===== src/rtl/adc_reader_pkg.sv =====
// Shared constants and state encoding for the two-channel ADC reader.
package adc_reader_pkg;

  localparam int ADC_FRAME_BITS = 34;
  localparam int CH0_MSB_POS    = 3;
  localparam int CH1_MSB_POS    = 19;
  localparam int AMP_WORD_BITS  = 8;

  // Capture window keeps frame bits CH0_MSB_POS..ADC_FRAME_BITS only
  localparam int CAP_BITS = ADC_FRAME_BITS - CH0_MSB_POS + 1;
  localparam int CH0_IDX  = ADC_FRAME_BITS - CH0_MSB_POS;
  localparam int CH1_IDX  = ADC_FRAME_BITS - CH1_MSB_POS;

  typedef enum logic [2:0] {
    ST_IDLE     = 3'd0,
    ST_AMP_LOAD = 3'd1,
    ST_AMP_END  = 3'd2,
    ST_CONV     = 3'd3,
    ST_SHIFT    = 3'd4,
    ST_DONE     = 3'd5
  } state_t;

endpackage


===== src/rtl/adc_reader_sck.sv =====
// SPI clock generator: toggles sck every HALF cycles while enabled,
// with single-cycle rise/fall pulses on the toggling cycle.
module sck_tick_gen #(
  parameter int HALF = 3
) (
  input  logic clk,
  input  logic reset,
  input  logic en,
  output logic sck,
  output logic rise,
  output logic fall
);

  localparam int CW = (HALF > 1) ? $clog2(HALF) : 1;
  localparam logic [CW-1:0] LAST = CW'(HALF - 1);

  logic [CW-1:0] cnt;
  logic          tick;

  assign tick = en && (cnt == LAST);
  assign rise = tick && !sck;
  assign fall = tick && sck;

  always_ff @(posedge clk) begin
    if (reset || !en) begin
      cnt <= '0;
      sck <= 1'b0;
    end else if (tick) begin
      cnt <= '0;
      sck <= ~sck;
    end else begin
      cnt <= cnt + 1'b1;
    end
  end

endmodule


===== src/rtl/adc_reader.sv =====
// SPI reader for the two-channel ADC and its preamp: programs gain,
// starts periodic conversions and captures both signed samples.
module adc_reader
  import adc_reader_pkg::*;
#(
  parameter int SCK_HALF      = 3,
  parameter int SAMPLE_PERIOD = 2500,
  parameter int ADC_BITS      = 14
) (
  input  logic                CLK_50M,
  input  logic                reset,
  input  logic                startEnable,
  input  logic [3:0]          gainA,
  input  logic [3:0]          gainB,
  input  logic                gainLoad,
  input  logic                SPI_MISO,
  output logic                SPI_SCK,
  output logic                SPI_MOSI,
  output logic                AMP_CS,
  output logic                AD_CONV,
  output logic [ADC_BITS-1:0] Va,
  output logic [ADC_BITS-1:0] Vb,
  output logic                dataValid,
  output logic                busy
);

  localparam int TW = $clog2(SAMPLE_PERIOD);
  localparam logic [TW-1:0] TMR_LAST = TW'(SAMPLE_PERIOD - 1);
  localparam logic [7:0] END_LAST   = 8'(SCK_HALF - 1);
  localparam logic [7:0] CONV_LAST  = 8'(2 * SCK_HALF - 1);
  localparam logic [5:0] AMP_LAST   = 6'(AMP_WORD_BITS - 1);
  localparam logic [5:0] SHIFT_LAST = 6'(ADC_FRAME_BITS - 1);

  state_t state, nxt;

  logic                sck_en, rise, fall;
  logic [TW-1:0]       tmr;
  logic                due;
  logic                gain_pend;
  logic [7:0]          gain_lat;
  logic [7:0]          amp_word;
  logic [5:0]          bcnt;
  logic [7:0]          tcnt;
  logic [CAP_BITS-1:0] cap;
  logic                enter;

  assign sck_en = (state == ST_AMP_LOAD) || (state == ST_SHIFT);
  assign enter  = (nxt != state);

  sck_tick_gen #(.HALF(SCK_HALF)) u_sck (
    .clk   (CLK_50M),
    .reset (reset),
    .en    (sck_en),
    .sck   (SPI_SCK),
    .rise  (rise),
    .fall  (fall)
  );

  always_ff @(posedge CLK_50M) begin
    if (reset) state <= ST_AMP_LOAD;
    else       state <= nxt;
  end

  always_comb begin
    nxt = state;
    unique case (state)
      ST_IDLE: begin
        if (gain_pend)               nxt = ST_AMP_LOAD;
        else if (due && startEnable) nxt = ST_CONV;
      end
      ST_AMP_LOAD:
        if (fall && bcnt == AMP_LAST) nxt = ST_AMP_END;
      ST_AMP_END:
        if (tcnt == END_LAST) nxt = ST_IDLE;
      ST_CONV:
        if (tcnt == CONV_LAST) nxt = ST_SHIFT;
      ST_SHIFT:
        if (fall && bcnt == SHIFT_LAST) nxt = ST_DONE;
      ST_DONE:
        nxt = ST_IDLE;
      default:
        nxt = ST_IDLE;
    endcase
  end

  // Outputs forced to their idle levels while reset is held
  always_comb begin
    SPI_MOSI  = 1'b0;
    AMP_CS    = 1'b1;
    AD_CONV   = 1'b0;
    dataValid = 1'b0;
    busy      = 1'b1;
    if (!reset) begin
      busy = (state != ST_IDLE);
      case (state)
        ST_AMP_LOAD: begin
          AMP_CS   = 1'b0;
          SPI_MOSI = amp_word[7];
        end
        ST_CONV: AD_CONV   = 1'b1;
        ST_DONE: dataValid = 1'b1;
        default: ;
      endcase
    end
  end

  always_ff @(posedge CLK_50M) begin
    if (reset) begin
      tmr <= '0;
      due <= 1'b0;
    end else begin
      tmr <= (tmr == TMR_LAST) ? '0 : tmr + 1'b1;
      if (tmr == TMR_LAST)
        due <= 1'b1;
      else if (state == ST_IDLE && nxt == ST_CONV)
        due <= 1'b0;
    end
  end

  // A request arriving as the load starts stays pending for another pass
  always_ff @(posedge CLK_50M) begin
    if (reset) begin
      gain_pend <= 1'b0;
      gain_lat  <= {gainB, gainA};
      amp_word  <= {gainB, gainA};
    end else begin
      if (gainLoad) begin
        gain_pend <= 1'b1;
        gain_lat  <= {gainB, gainA};
      end else if (state == ST_IDLE && nxt == ST_AMP_LOAD) begin
        gain_pend <= 1'b0;
      end
      if (state == ST_IDLE && nxt == ST_AMP_LOAD)
        amp_word <= gain_lat;
      else if (state == ST_AMP_LOAD && fall)
        amp_word <= {amp_word[6:0], 1'b0};
    end
  end

  always_ff @(posedge CLK_50M) begin
    if (reset || enter) begin
      bcnt <= '0;
      tcnt <= '0;
    end else begin
      bcnt <= bcnt + {5'd0, fall};
      tcnt <= tcnt + 8'd1;
    end
  end

  always_ff @(posedge CLK_50M) begin
    if (reset) begin
      cap <= '0;
      Va  <= '0;
      Vb  <= '0;
    end else begin
      if (state == ST_SHIFT && rise)
        cap <= {cap[CAP_BITS-2:0], SPI_MISO};
      if (state == ST_SHIFT && nxt == ST_DONE) begin
        Va <= cap[CH0_IDX -: ADC_BITS];
        Vb <= cap[CH1_IDX -: ADC_BITS];
      end
    end
  end

endmodule


===== config.mk =====
export PLATFORM = sky130hd
export DESIGN_NAME = adc_reader
export DESIGN_NICKNAME = d
export VERILOG_FILES = /design/src/rtl/adc_reader_pkg.sv /design/src/rtl/adc_reader_sck.sv /design/src/rtl/adc_reader.sv
export SDC_FILE = /design/constraint.sdc
export NUM_CORES = 1
export LEC_CHECK = 0
export BUFFER_PORTS_ARGS = -buffer_cell sky130_fd_sc_hd__buf_2
export CORE_MARGIN = 1
export CORE_UTILIZATION = 55
export CTS_CLUSTER_SIZE = 10
export DETAILED_ROUTE_END_ITERATION = 7
export GPL_TIMING_DRIVEN = 0
export PLACE_DENSITY = 0.75
export SETUP_SLACK_MARGIN = 0.2
export SLEW_MARGIN = 15
export SYNTH_ARGS = -nofsm -noshare
export SYNTH_HDL_FRONTEND = slang
export SYNTH_HIERARCHICAL = 1
export SYNTH_SLANG_ARGS = --single-unit

===== constraint.sdc =====
create_clock -name CLK_50M -period 5.1 [get_ports CLK_50M]
set_input_delay 0.765 -clock CLK_50M [delete_from_list [all_inputs] [get_ports CLK_50M]]
set_output_delay 0.765 -clock CLK_50M [all_outputs]
set_load 0.03 [all_outputs]

* Word-level counts from Yosys, hierarchy flattened
Cells that the tools add are included.
** Cells by class
- Multiplexer cells :: 25
- Bitwise logic cells :: 1
- Reductions and logical operators :: 24
- Add/subtract/negate cells :: 4
- Equality and inequality tests :: 15
** Operators by type and width (count)
- $mux 8 :: 5
- $mux 3 :: 6
- $pmux 3 s5 :: 1
- $mux 1 :: 13
- $add 12x1->12 const B :: 1
- $eq 12x12->1 const B :: 1
- $logic_and 1x1->1 :: 11
- $eq 3x2->1 const B :: 3
- $eq 3x3->1 const B :: 3
- $add 8x1->8 const B :: 1
- $eq 8x2->1 const B :: 1
- $eq 8x3->1 const B :: 1
- $add 6x1->6 :: 1
- $eq 3x1->1 const B :: 2
- $eq 6x3->1 const B :: 1
- $eq 6x6->1 const B :: 1
- $reduce_bool 2->1 :: 3
- $reduce_bool 3->1 :: 2
- $reduce_or 2->1 :: 2
- $logic_not 3->1 :: 1
- $logic_or 1x1->1 :: 3
- $ne 3x3->1 :: 1
- $add 2x1->2 const B :: 1
- $eq 2x2->1 const B :: 1
- other kinds (2) :: 3
** Storage, ports and cells
- Logic and storage cells :: 82
- Flip-flop bits (word level) :: 110

* Depth between registers and ports, before layout
Gate-level depths: netlist of the first run.
- Word-level depth :: 11
- Gate-level depth with buffers :: 11
- Depth with buffers taken out :: 9

* Cells and area by module
The synthesis of the first run kept the hierarchy.
** Modules (own cells, without submodules)
- adc_reader :: cells an instance 486, times used 1, seq. area each 2302.2 µm², area an instance 4345.4 µm²
- sck_tick_gen :: cells an instance 13, times used 1, seq. area each 60.1 µm², area an instance 120.1 µm²

* Worst setup path after synthesis of the first run
OpenSTA, ideal clock, no wires.
- Path type :: input to output
- Start :: input reset
- End :: output dataValid
- Setup slack :: 2.428 ns
- Arrival time :: 1.907 ns
- Data required time :: 4.335 ns
- Stages on the path :: 2
- Path through :: clkbuf_1 -> nor4bb_1
** Between the ends
- Longest elaborated chain between the ends :: 1
** Ends and longest elaborated chain
- from (decl) :: RTL line adc_reader.sv:11 : input logic reset,
- $mux 1 :: RTL line adc_reader.sv:93 : if (!reset) begin
- to (decl) :: RTL line adc_reader.sv:23 : output logic dataValid,
No other way between the ends.

* Final worst setup path of the first run
- Start :: input reset
- End :: output busy
** Between the ends
- Longest elaborated chain between the ends :: 1
** Ends and longest elaborated chain
- $mux 1 :: RTL line adc_reader.sv:93
- to (decl) :: RTL line adc_reader.sv:24 : output logic busy
No other way between the ends.

==> results of run 1 <==
## where the power goes
| part | internal [W] | switching [W] | total [W] | leakage (nW) |
|---|---|---|---|---|
| clock network | 0.000232 | 0.000300 | 0.000532 | 0.103 |
| registers | 0.000901 | 0.0000115 | 0.000913 | 0.920 |
| logic | 0.0000264 | 0.0000451 | 0.0000715 | 0.844 |
## per-layer routing
| metal | share of wire (%) | track usage [%] | wire length (microns) |
|---|---|---|---|
| met4 | 1.8 | 9.51 | 156 |
| met2 | 46 | 36.6 | 3980 |
| met5 | 0 | 0 | 0 |
| met3 | 4.3 | 4.73 | 369 |
| met1 | 48 | 28.0 | 4180 |
## state kept, by name, summed over array words and instances, names as in the netlist
| signal | flops |
|---|---|
| cap | 32 |
| Va | 14 |
| Vb | 14 |
| tmr | 12 |
| amp_word | 8 |
| gain_lat | 8 |
| tcnt | 8 |
| bcnt | 6 |
| state | 3 |
| u_sck/cnt | 2 |
| due | 1 |
| gain_pend | 1 |
| u_sck/sck | 1 |
## cells by family (layout without fill, tap and decap cells)
logic type | Yosys count | count (layout) | share of synthesized area, %
buffers and inverters | 38 | 100 | 4.51
adders and majority gates | 7 | 7 | 1.96
DFF | 110 | 110 | 52.9
and+or+nand+nor | 235 | 235 | 25.0
AOI/OAI and AO/OA | 82 | 82 | 10.1
xor gates and xnor gates | 20 | 20 | 3.92
muxes | 7 | 7 | 1.57
## worst register-to-register path, cell delays in order, from the launching register on
cell	delay (ps)
dfxtp_1	330
buf_6	140
or3b_1	430
nand2_1	120
and3_2	240
and4bb_2	300
nand4_2	140
a211oi_4	370
buf_6	220
nor3_1	70
## metrics by stage
step	area (sq um)	std cells	util, %
4_1_cts	5020	663	64.3
3_3_place_gp	4820	647	61.8
5_1_grt	5020	663	64.3
3_5_place_dp	4820	647	61.8
6_report	5020	663	64.3
2_1_floorplan	4470	499	-
## how the worst max path moves through the flow
stage	endpoint	slack [ps]	depth (start not counted)
after floorplan	dataValid	2430	2
after global placement	busy	2400	5
after detailed placement	busy	2410	5
after CTS	busy	2400	5
after global routing	busy	2280	5
final	busy	2410	5
## area by class of cell
class	count	share of cell area (%)
clock buffer	10	2.54
clock inverter	6	1.40
inverter	6	0.449
sequential	110	47.0
timing repair buffer	46	4.59
tap	102	2.54
buffer	32	3.56
multi-input combinational	351	37.9
## layout by cell type, fill, tap and decap left out, types with 2 or more instances in the layout
master and n:
nor3_2 8, ha_1 7, inv_1 6, nor2_1 25
a31oi_1 2, nor4b_1 3, buf_6 5, xor2_1 12
nand2_1 137, xnor2_1 8, clkbuf_8 9, buf_2 57
edfxtp_1 16, or3_1 2, clkbuf_1 15, nand4b_1 2
o21ai_0 8, o21a_1 2, nand3_1 16, and3_1 4
buf_4 2, and4_1 2, nor3b_1 4, nor3_1 10
nand2b_1 5, mux2i_1 7, clkinv_4 2, dfxtp_1 94
a21oi_1 64, nand4_1 4
==> results by group, run 1 <==
Final layout
  • Register Area: approximately 2400 sq um
  • Multi-input gate area: 1900 sq um
  • N_diodes: 0
  • Nets: approximately 580
  • Layout area overhead: 12.4%
  • Fraction of layout cells with a size suffix above 1: 17.1%
  • FILL cells: 680

Critical path
  • WP data required: 4340 ps
  • Critical path data arrival time: 1930 ps
  • Worst Setup SP: reset
  • WS Path Type: input pin to primary output
  • Crit Reg-Reg Endpoint: tcnt[5]$_SDFF_PP0_
  • CP max-delay cell: clkbuf_1
  • Critical-path cell list: buf_2, clkbuf_1, clkbuf_1, nand2b_1, buf_2
  • Reg2reg start: state[2]$_SDFF_PP0_
  • CP delay by family, top: buffers and inverters
  • Reg2reg path depth: 9
  • Worst-path fanout max: 10
  • Worst path max stage delay: 400 ps
  • Register-to-Register Setup Slack: 2630 ps
  • Buf+Inv Stages, Crit Path: 4
  • CP Launch Type: input pin
  • Setup crit end kind: primary output

Timing
  • Tcrit/Tclk final: a little over half
  • Tightest Pin Transition: between 500 and 600 ps
  • Rel. slew slack: 64.4%
  • Final hold vios: 0
  • Min Hold Slack: 433 ps
  • RSZ-0062 raised after global routing: false
  • Slew Limit Fails: 0
  • Final setup fails: 0
  • Final worst slack: roughly 2400 ps
  • Max frequency: 372 MHz
  • Final min period: 2690 ps
  • Clk_skew: 13.3 ps
  • Setup TNS: 0 ps

Clock tree
  • Longest Clk Path Bufs: 2
  • TritonCTS Buffers: 9
  • H-Tree Depth: 3
  • Clock Latency Late Sink: 380 ps
  • PostCTS Resize Cnt: 0
  • Post-CTS setup buffer count: 0
  • TritonCTS clock tree: built
  • Sink Count: 110
  • Clk root buf: clkbuf_8
  • Reg clk slew, reported paths: 100 ps
  • CTS Hold Bufs: 0

Min path
  • Worst hold path class: flip-flop to flip-flop
  • Hold Path Origin: u_sck/cnt[0]$_SDFF_PP0_
  • WHS Endpoint: u_sck/cnt[0]$_SDFF_PP0_
  • Hold path cells: 1

Route
  • Remaining DRCs: 0
  • Pre-Repair DR Iteration Count: 4
  • Vias per cell: 5.21
  • Initial drt markers: approximately 150
  • Antenna viol nets, final: 0
  • Via count: 3,451
  • Wire per inst: 13.1 microns
  • Routed WL: roughly 8700 microns

Synth
  • Post-Syn Instances: approximately 500
  • Cell Area, Synth: 4470 sq um
  • Most frequent cells after synthesis: nand2_1 (137), dfxtp_1 (94), a21oi_1 (64)
  • Distinct cell type count after synthesis: 47
  • Asr flop ratio synth: 0%
  • EDFF count, synth: 16
  • Synth top area cells: dfxtp_1 (42%), nand2_1 (12%), edfxtp_1 (11%)
  • Avg Inst Size Synth: 8.95 sq um
  • Dominant cell by count in the synthesized netlist: nand2_1
  • Top cell type's share of synthesized area: 42.1%
  • Synthesized net count: between 500 and 600
  • Post-synthesis sequential area ratio: 52.9%
  • Top FF cell, synth: dfxtp_1
  • Synth area leader: dfxtp_1
  • Yosys synthesis warning count: 6
  • #FFs+latches synth: 110

Global route
  • First-pass GRT wire length: 14,800 microns
  • GRT overflow: 0
  • Overall global routing resource usage: roughly 22%
  • Largest net degree at the start of global routing: 19
  • Number of global-route vias before repair: 3,263
  • Initial antenna violation count: 0

Place
  • Routability Congestion: 0.824
  • Count of input and output buffers: 46
  • HPWL Detailed: 6180 microns
  • Place WS: roughly 2400 ps

Run status
  • Status: finished, final reports clean

Floorplan
  • Die width: 92.1 microns
  • Die ar.: 8480 sq um
  • Io pins: 47
  • Core box area: 7810 sq um
  • Die Ht: around 92 microns
  • Initial Util: 57.2%
  • Rows: 32

Power
  • VDD IR max: 0.147 mV
  • Leakage power: ~1.9 nW
  • Pwr Density: between 300 and 400 nW/um^2
  • Power, Total: 0.00152 W

Run
  • Max Cap Viol: 0
(Power assumes the default switching activity.)
==> inputs of run 2 (changes only) <==
==> constraint.sdc (replaced) <==
create_clock -name CLK_50M -period 2.7 [get_ports CLK_50M]
set_input_delay 0.405 -clock CLK_50M [delete_from_list [all_inputs] [get_ports CLK_50M]]
set_output_delay 0.405 -clock CLK_50M [all_outputs]
set_load 0.03 [all_outputs]
==> run 2 against run 1 <==
Against the previous run:
- core utilization increased by 0.37 points
- cell area increased by 0.57%
- clock skew increased by 0.54 ps
- highest routed layer unchanged
==> results by group, run 2 (same netlist as run 1, synthesis figures left out) <==
Clock tree
  • Clk root buf: clkbuf_8
  • TritonCTS Buffers: 9 (unchanged)
  • TritonCTS clock tree: built
  • Sink Count: 110 (unchanged)
  • Clock Latency Late Sink: 380 ps (about the same)
  • Reg clk slew, reported paths: 100 ps (about the same)
  • CTS Hold Bufs: 0 (unchanged)
  • Longest Clk Path Bufs: 2 (unchanged)
  • H-Tree Depth: 3 (unchanged)

Place
  • Routability Congestion: 0.824 (unchanged)
  • HPWL Detailed: 6180 microns (unchanged)
  • Place WS: 257 ps (-2150 ps)
  • Count of input and output buffers: 46 (unchanged)

Floorplan
  • Die ar.: 8480 sq um (unchanged)
  • Initial Util: 57.2% (unchanged)
  • Rows: 32 (unchanged)
  • Core box area: 7810 sq um (unchanged)
  • Die width: 92.1 microns (unchanged)
  • Io pins: 47 (unchanged)
  • Die Ht: 92.1 microns (unchanged)

Timing
  • Setup TNS: 0 ps (unchanged)
  • Final setup fails: 0 (unchanged)
  • RSZ-0062 raised after global routing: true
  • Tightest Pin Transition: 522 ps (-11.7 ps)
  • Max frequency: 413 MHz
  • Slew Limit Fails: 0 (unchanged)
  • Min Hold Slack: 219 ps (-214 ps)
  • Tcrit/Tclk final: between 80% and 90%
  • Final min period: 2420 ps
  • Rel. slew slack: 65.2% (+0.78 points)
  • Final hold vios: 0 (unchanged)
  • Clk_skew: 13.8 ps (+0.542 ps)
  • Final worst slack: 276 ps (-2130 ps)

Critical path
  • Critical-path cell list: buf_6, or3b_1, nand2_1, and3_4, and4bb_2, a21oi_2, nor4_1, o31ai_1
  • Worst path max stage delay: 430 ps (+30 ps)
  • CP max-delay cell: or3b_1
  • WS Path Type: flip-flop to flip-flop
  • Buf+Inv Stages, Crit Path: 1 (-3)
  • WP data required: 2820 ps (-1520 ps)
  • Critical path data arrival time: 2540 ps (+610 ps)
  • CP delay by family, top: simple AND/OR/NAND/NOR gates
  • CP Launch Type: flip-flop
  • Setup crit end kind: flip-flop
  • Worst-path fanout max: 10 (unchanged)

Final layout
  • Max reg flops: 32 (unchanged)
  • N_diodes: 0 (unchanged)
  • FILL cells: 674 (-0.88%)
  • Most common cell after layout, fill and taps aside: nand2_1
  • Regs by FF count: cap x32, Va x14, Vb x14
  • Layout area overhead: 13.1%
  • Nets: 578 (+0.35%)
  • Fraction of layout cells with a size suffix above 1: 17.4% (+0.29 points)
  • Register with the most flip-flops: cap
  • Most frequent cells in the layout: nand2_1 (137), dfxtp_1 (94), a21oi_1 (64), buf_2 (56), nor2_1 (25)

Route
  • Wire per inst: 13.2 microns (+0.45%)
  • Vias per cell: 5.23 (+0.51%)
  • Pre-Repair DR Iteration Count: 4 (unchanged)
  • Via count: 3,479 (+0.81%)
  • Initial drt markers: 145 (-0.68%)
  • Routed WL: 8750 microns (+0.75%)
  • Antenna viol nets, final: 0 (unchanged)
  • Remaining DRCs: 0 (unchanged)

Global route
  • Initial antenna violation count: 0 (unchanged)
  • Largest net degree at the start of global routing: 19 (unchanged)
  • First-pass GRT wire length: 14,800 microns (unchanged)
  • GRT overflow: 0 (unchanged)
  • Number of global-route vias before repair: 3,263 (unchanged)
  • Overall global routing resource usage: 22.2% (unchanged)

Power
  • VDD IR max: 0.274 mV (+87%)
  • Pwr Density: 567 nW/um^2 (+88%)
  • Leakage power: 1.88 nW (+0.68%)

Run
  • Max Cap Viol: 0 (unchanged)

Min path
  • Worst hold path class: input pin to flip-flop

Run status
  • Status: finished, final reports clean
[run 2: changes by cell type in the layout (fill, tap and decap cells not counted)]
cell	before	now
and3_2	1	0
and3_4	0	1
buf_2	57	56
buf_4	2	3
buf_6	5	7
[run 2: routing by layer]
layer  track usage, %  up-vias  routed length (microns)
li1                 -     1795                        -
met1             28.0     1608                     4190
met2             36.6       65                     4050
met3             4.73       11                      375
met4             9.51        0                      131
met5                0        -                        0
[run 2: final cells by class]
| cell class | instances | area [sq um] | area share (%) |
|---|---|---|---|
| Clock inverter | 6 | 70.1 | 1.39 |
| Buffer | 32 | 185 | 3.67 |
| Tap cell | 102 | 128 | 2.53 |
| Inverter | 6 | 22.5 | 0.446 |
| Sequential cell | 110 | 2360 | 46.8 |
| Multi-Input combinational cell | 351 | 1910 | 37.7 |
| Timing Repair Buffer | 48 | 249 | 4.93 |
| Clock buffer | 10 | 128 | 2.53 |
[run 2: path summary, 6_finish.rpt]
check / startpoint / end / slack, ps / depth (start not counted)
worst max-delay path: state[2]$_SDFF_PP0_ / amp_word[0]$_DFFE_PP_ / 280 / 8
worst min-delay path: gainA[3] / gain_lat[3]$_DFFE_PP_ / 220 / 1
worst max register to register: state[2]$_SDFF_PP0_ / amp_word[0]$_DFFE_PP_ / 280 / 8
worst min register to register: u_sck/cnt[0]$_SDFF_PP0_ / u_sck/cnt[0]$_SDFF_PP0_ / 430 / 1
[run 2: timing repair]
item | in CTS | in global routing
hold endpoints to repair | 0 | 0
resized for setup | 0 | 7
setup buffers | 0 | 1
endpoints found under the setup margin | 0 | 26
[run 2: per-stage QoR]
stage	total power [W]	util, %	cells	instance area [sq um]
2_1_floorplan	0.00185	-	499	4470
3_3_place_gp	0.00189	61.8	647	4820
3_5_place_dp	0.00190	61.8	647	4820
4_1_cts	0.00288	64.3	663	5020
5_1_grt	0.00297	64.7	665	5050
6_report	0.00286	64.7	665	5050
[run 2: power breakdown]
group          leakage, nW  switching [W]  internal, W
clock network        0.103       0.000564     0.000438
logic                0.856      0.0000857    0.0000503
registers            0.920      0.0000216      0.00170
total                 1.88       0.000671      0.00219
==> inputs of run 3 (changes only) <==
--- a/config.mk
+++ b/config.mk
@@ -7,11 +7,10 @@
 export LEC_CHECK = 0
 export BUFFER_PORTS_ARGS = -buffer_cell sky130_fd_sc_hd__buf_2
 export CORE_MARGIN = 1
-export CORE_UTILIZATION = 55
+export CORE_UTILIZATION = 40
 export CTS_CLUSTER_SIZE = 10
 export DETAILED_ROUTE_END_ITERATION = 7
 export GPL_TIMING_DRIVEN = 0
-export PLACE_DENSITY = 0.75
 export SETUP_SLACK_MARGIN = 0.2
 export SLEW_MARGIN = 15
 export SYNTH_ARGS = -nofsm -noshare
==> constraint.sdc (replaced) <==
create_clock -name CLK_50M -period 2.5 [get_ports CLK_50M]
set_input_delay 0.375 -clock CLK_50M [delete_from_list [all_inputs] [get_ports CLK_50M]]
set_output_delay 0.375 -clock CLK_50M [all_outputs]
set_load 0.03 [all_outputs]
==> run 3 against run 2 <==
Against the previous run:
- routed wire length grew 5.4%
- largest power group unchanged
- largest cell class unchanged
- count of clock-buffer cells in the layout is the same
- core utilization down 17 points
==> results by group, run 3 (same netlist as run 1, synthesis figures left out) <==
Clock tree
  • Sink Count: 110 (unchanged)
  • H-Tree Depth: 3 (unchanged)
  • TritonCTS clock tree: built
  • TritonCTS Buffers: 9 (unchanged)
  • Clock Latency Late Sink: 360 ps (-20 ps)
  • CTS Hold Bufs: 0 (unchanged)
  • Longest Clk Path Bufs: 2 (unchanged)
  • Clk root buf: clkbuf_8
  • Reg clk slew, reported paths: 110 ps (about the same)

Timing
  • Final min period: 2210 ps (-211 ps)
  • Final hold vios: 0 (unchanged)
  • RSZ-0062 raised after global routing: true
  • Setup TNS: 0 ps (unchanged)
  • Tightest Pin Transition: 593 ps (+71.0 ps)
  • Final setup fails: 0 (unchanged)
  • Clk_skew: 10.6 ps (-3.21 ps)
  • Slew Limit Fails: 0 (unchanged)
  • Max frequency: 452 MHz (+9.5%)
  • Tcrit/Tclk final: 88.5% (-1.3 points)
  • Rel. slew slack: 60.5% (-4.7 points)

Power
  • Pwr Density: 578 nW/um^2 (+1.9%)
  • VDD IR max: 0.222 mV (-19%)
  • Power, Total: 0.00299 W (+4.5%)
  • Leakage power: 1.92 nW (+2.0%)

Floorplan
  • Io pins: 47 (unchanged)
  • Core box area: 10,800 sq um (+39%)
  • Die width: 108 microns (+17%)
  • Rows: 38 (+19%)
  • Initial Util: 41.2% (-16 points)
  • Die Ht: 108 microns (+17%)
  • Die ar.: 11,600 sq um (+37%)

Critical path
  • Worst-path fanout max: 10 (unchanged)
  • Crit path to: Vb[9]$_SDFFE_PP0P_
  • CP Launch Type: flip-flop
  • WS Path Type: flip-flop to flip-flop
  • Setup crit end kind: flip-flop
  • WP data required: 2790 ps (-30 ps)
  • Worst Setup SP: state[2]$_SDFF_PP0_
  • Reg2reg path depth: 10 (+2)
  • Reg2reg start: state[2]$_SDFF_PP0_
  • Register-to-Register Setup Slack: 290 ps (about the same)
  • Crit Reg-Reg Endpoint: Vb[9]$_SDFFE_PP0P_
  • Critical path data arrival time: 2500 ps (-40 ps)

Final layout
  • Fraction of layout cells with a size suffix above 1: 19.7% (+2.3 points)
  • Most frequent cells in the layout: nand2_1 (136), dfxtp_1 (92), a21oi_1 (62), buf_2 (56), nor2_1 (25)
  • Layout area overhead: 15.9%
  • Register with the most flip-flops: cap
  • Regs by FF count: cap x32, Va x14, Vb x14
  • FILL cells: 1,043 (+55%)
  • Most common cell after layout, fill and taps aside: nand2_1
  • N_diodes: 0 (unchanged)
  • Final Cell Area: 5180 sq um (+2.5%)
  • Max reg flops: 32 (unchanged)
  • Nets: 584 (+1.0%)

Route
  • Antenna viol nets, final: 0 (unchanged)
  • Wire per inst: 13.0 microns (-1.2%)
  • Remaining DRCs: 0 (unchanged)
  • Pre-Repair DR Iteration Count: 4 (unchanged)
  • Routed WL: 9220 microns (+5.4%)
  • Initial drt markers: 145 (unchanged)
  • Vias per cell: 4.97 (-5.0%)
  • Via count: 3,525 (+1.3%)

Run status
  • Status: finished, final reports clean

Min path
  • Worst hold path class: input pin to flip-flop

Global route
  • GRT overflow: 0 (unchanged)
  • Number of global-route vias before repair: 3,235 (-0.86%)
  • Initial antenna violation count: 0 (unchanged)
  • Largest net degree at the start of global routing: 19 (unchanged)
  • First-pass GRT wire length: 15,200 microns (+2.9%)
  • Overall global routing resource usage: 16.6% (-5.6 points)

Place
  • Routability Congestion: 0.752 (-8.8%)
  • Placed cell area: 4870 sq um (+0.99%)
  • Count of input and output buffers: 46 (unchanged)
  • HPWL Detailed: 6410 microns (+3.8%)

Run
  • Max Cap Viol: 0 (unchanged)
run 3: power breakdown:
group          leakage, nW  internal, W  switching [W]  total, W
clock network       0.0868     0.000371       0.000608  0.000979
registers            0.920      0.00184      0.0000233   0.00186
logic                0.910    0.0000561      0.0000940  0.000150
run 3: worst max-delay path, cell delays in order (launching register included):
cell and delay [ps]:
dfxtp_2 340, buf_6 110, or3b_4 410, nand2_4 80, and3_4 200, and4bb_4 290
and4_4 250, buf_8 140, buf_6 130, nand2_1 60, a21oi_1 130
run 3: what timing repair did:
item	CTS	global route
buffers inserted	3	4
endpoints found under the setup margin	35	35
pin swaps	6	4
cloned	1	0
resized for setup	14	6
run 3: per-stage QoR:
| stage | worst slack, ps | utilization (%) | hold WS [ps] | std cells |
|---|---|---|---|---|
| CTS | 201 | 47.3 | 184 | 705 |
| global placement | 39.3 | 44.9 | 406 | 685 |
| global route | 188 | 47.7 | 171 | 709 |
| finish | 287 | 47.7 | 202 | 709 |
| floorplan | 342 | - | 397 | 499 |
| detailed placement | 15.1 | 44.9 | 420 | 685 |
run 3: worst min-delay path by stage:
| stage | startpoint | to | slack (ps) | cells after the start |
|---|---|---|---|---|
| final | gainB[1] | gain_lat[5]$_DFFE_PP_ | 200 | 1 |
| after global routing | gainB[2] | gain_lat[6]$_DFFE_PP_ | 170 | 1 |
| after CTS | gainB[2] | gain_lat[6]$_DFFE_PP_ | 180 | 1 |
| after detailed placement | u_sck/cnt[0]$_SDFF_PP0_ | u_sck/cnt[0]$_SDFF_PP0_ | 420 | 1 |
| after global placement | u_sck/cnt[0]$_SDFF_PP0_ | u_sck/cnt[0]$_SDFF_PP0_ | 410 | 1 |
| after floorplan | u_sck/cnt[0]$_SDFF_PP0_ | u_sck/cnt[0]$_SDFF_PP0_ | 400 | 1 |
run 3: final cells by class:
type | instances | area, sq um | share of cell area, %
flip-flops and latches | 110 | 2360 | 45.7
clock inverters | 6 | 47.5 | 0.919
clock buffers | 10 | 128 | 2.47
well taps | 140 | 175 | 3.38
inverters | 6 | 22.5 | 0.435
multi-input cells | 351 | 1940 | 37.6
repair buffers | 54 | 298 | 5.75
plain buffers | 32 | 196 | 3.80
run 3: routing by layer:
metal  GRT usage (%)  part of all wire [%]  vias up
met5               0                     0        -
met4            6.46                   1.2        0
li1                -                     -     1812
met1            22.5                    50     1646
met2            26.2                    45       56
met3            3.03                   3.8       11
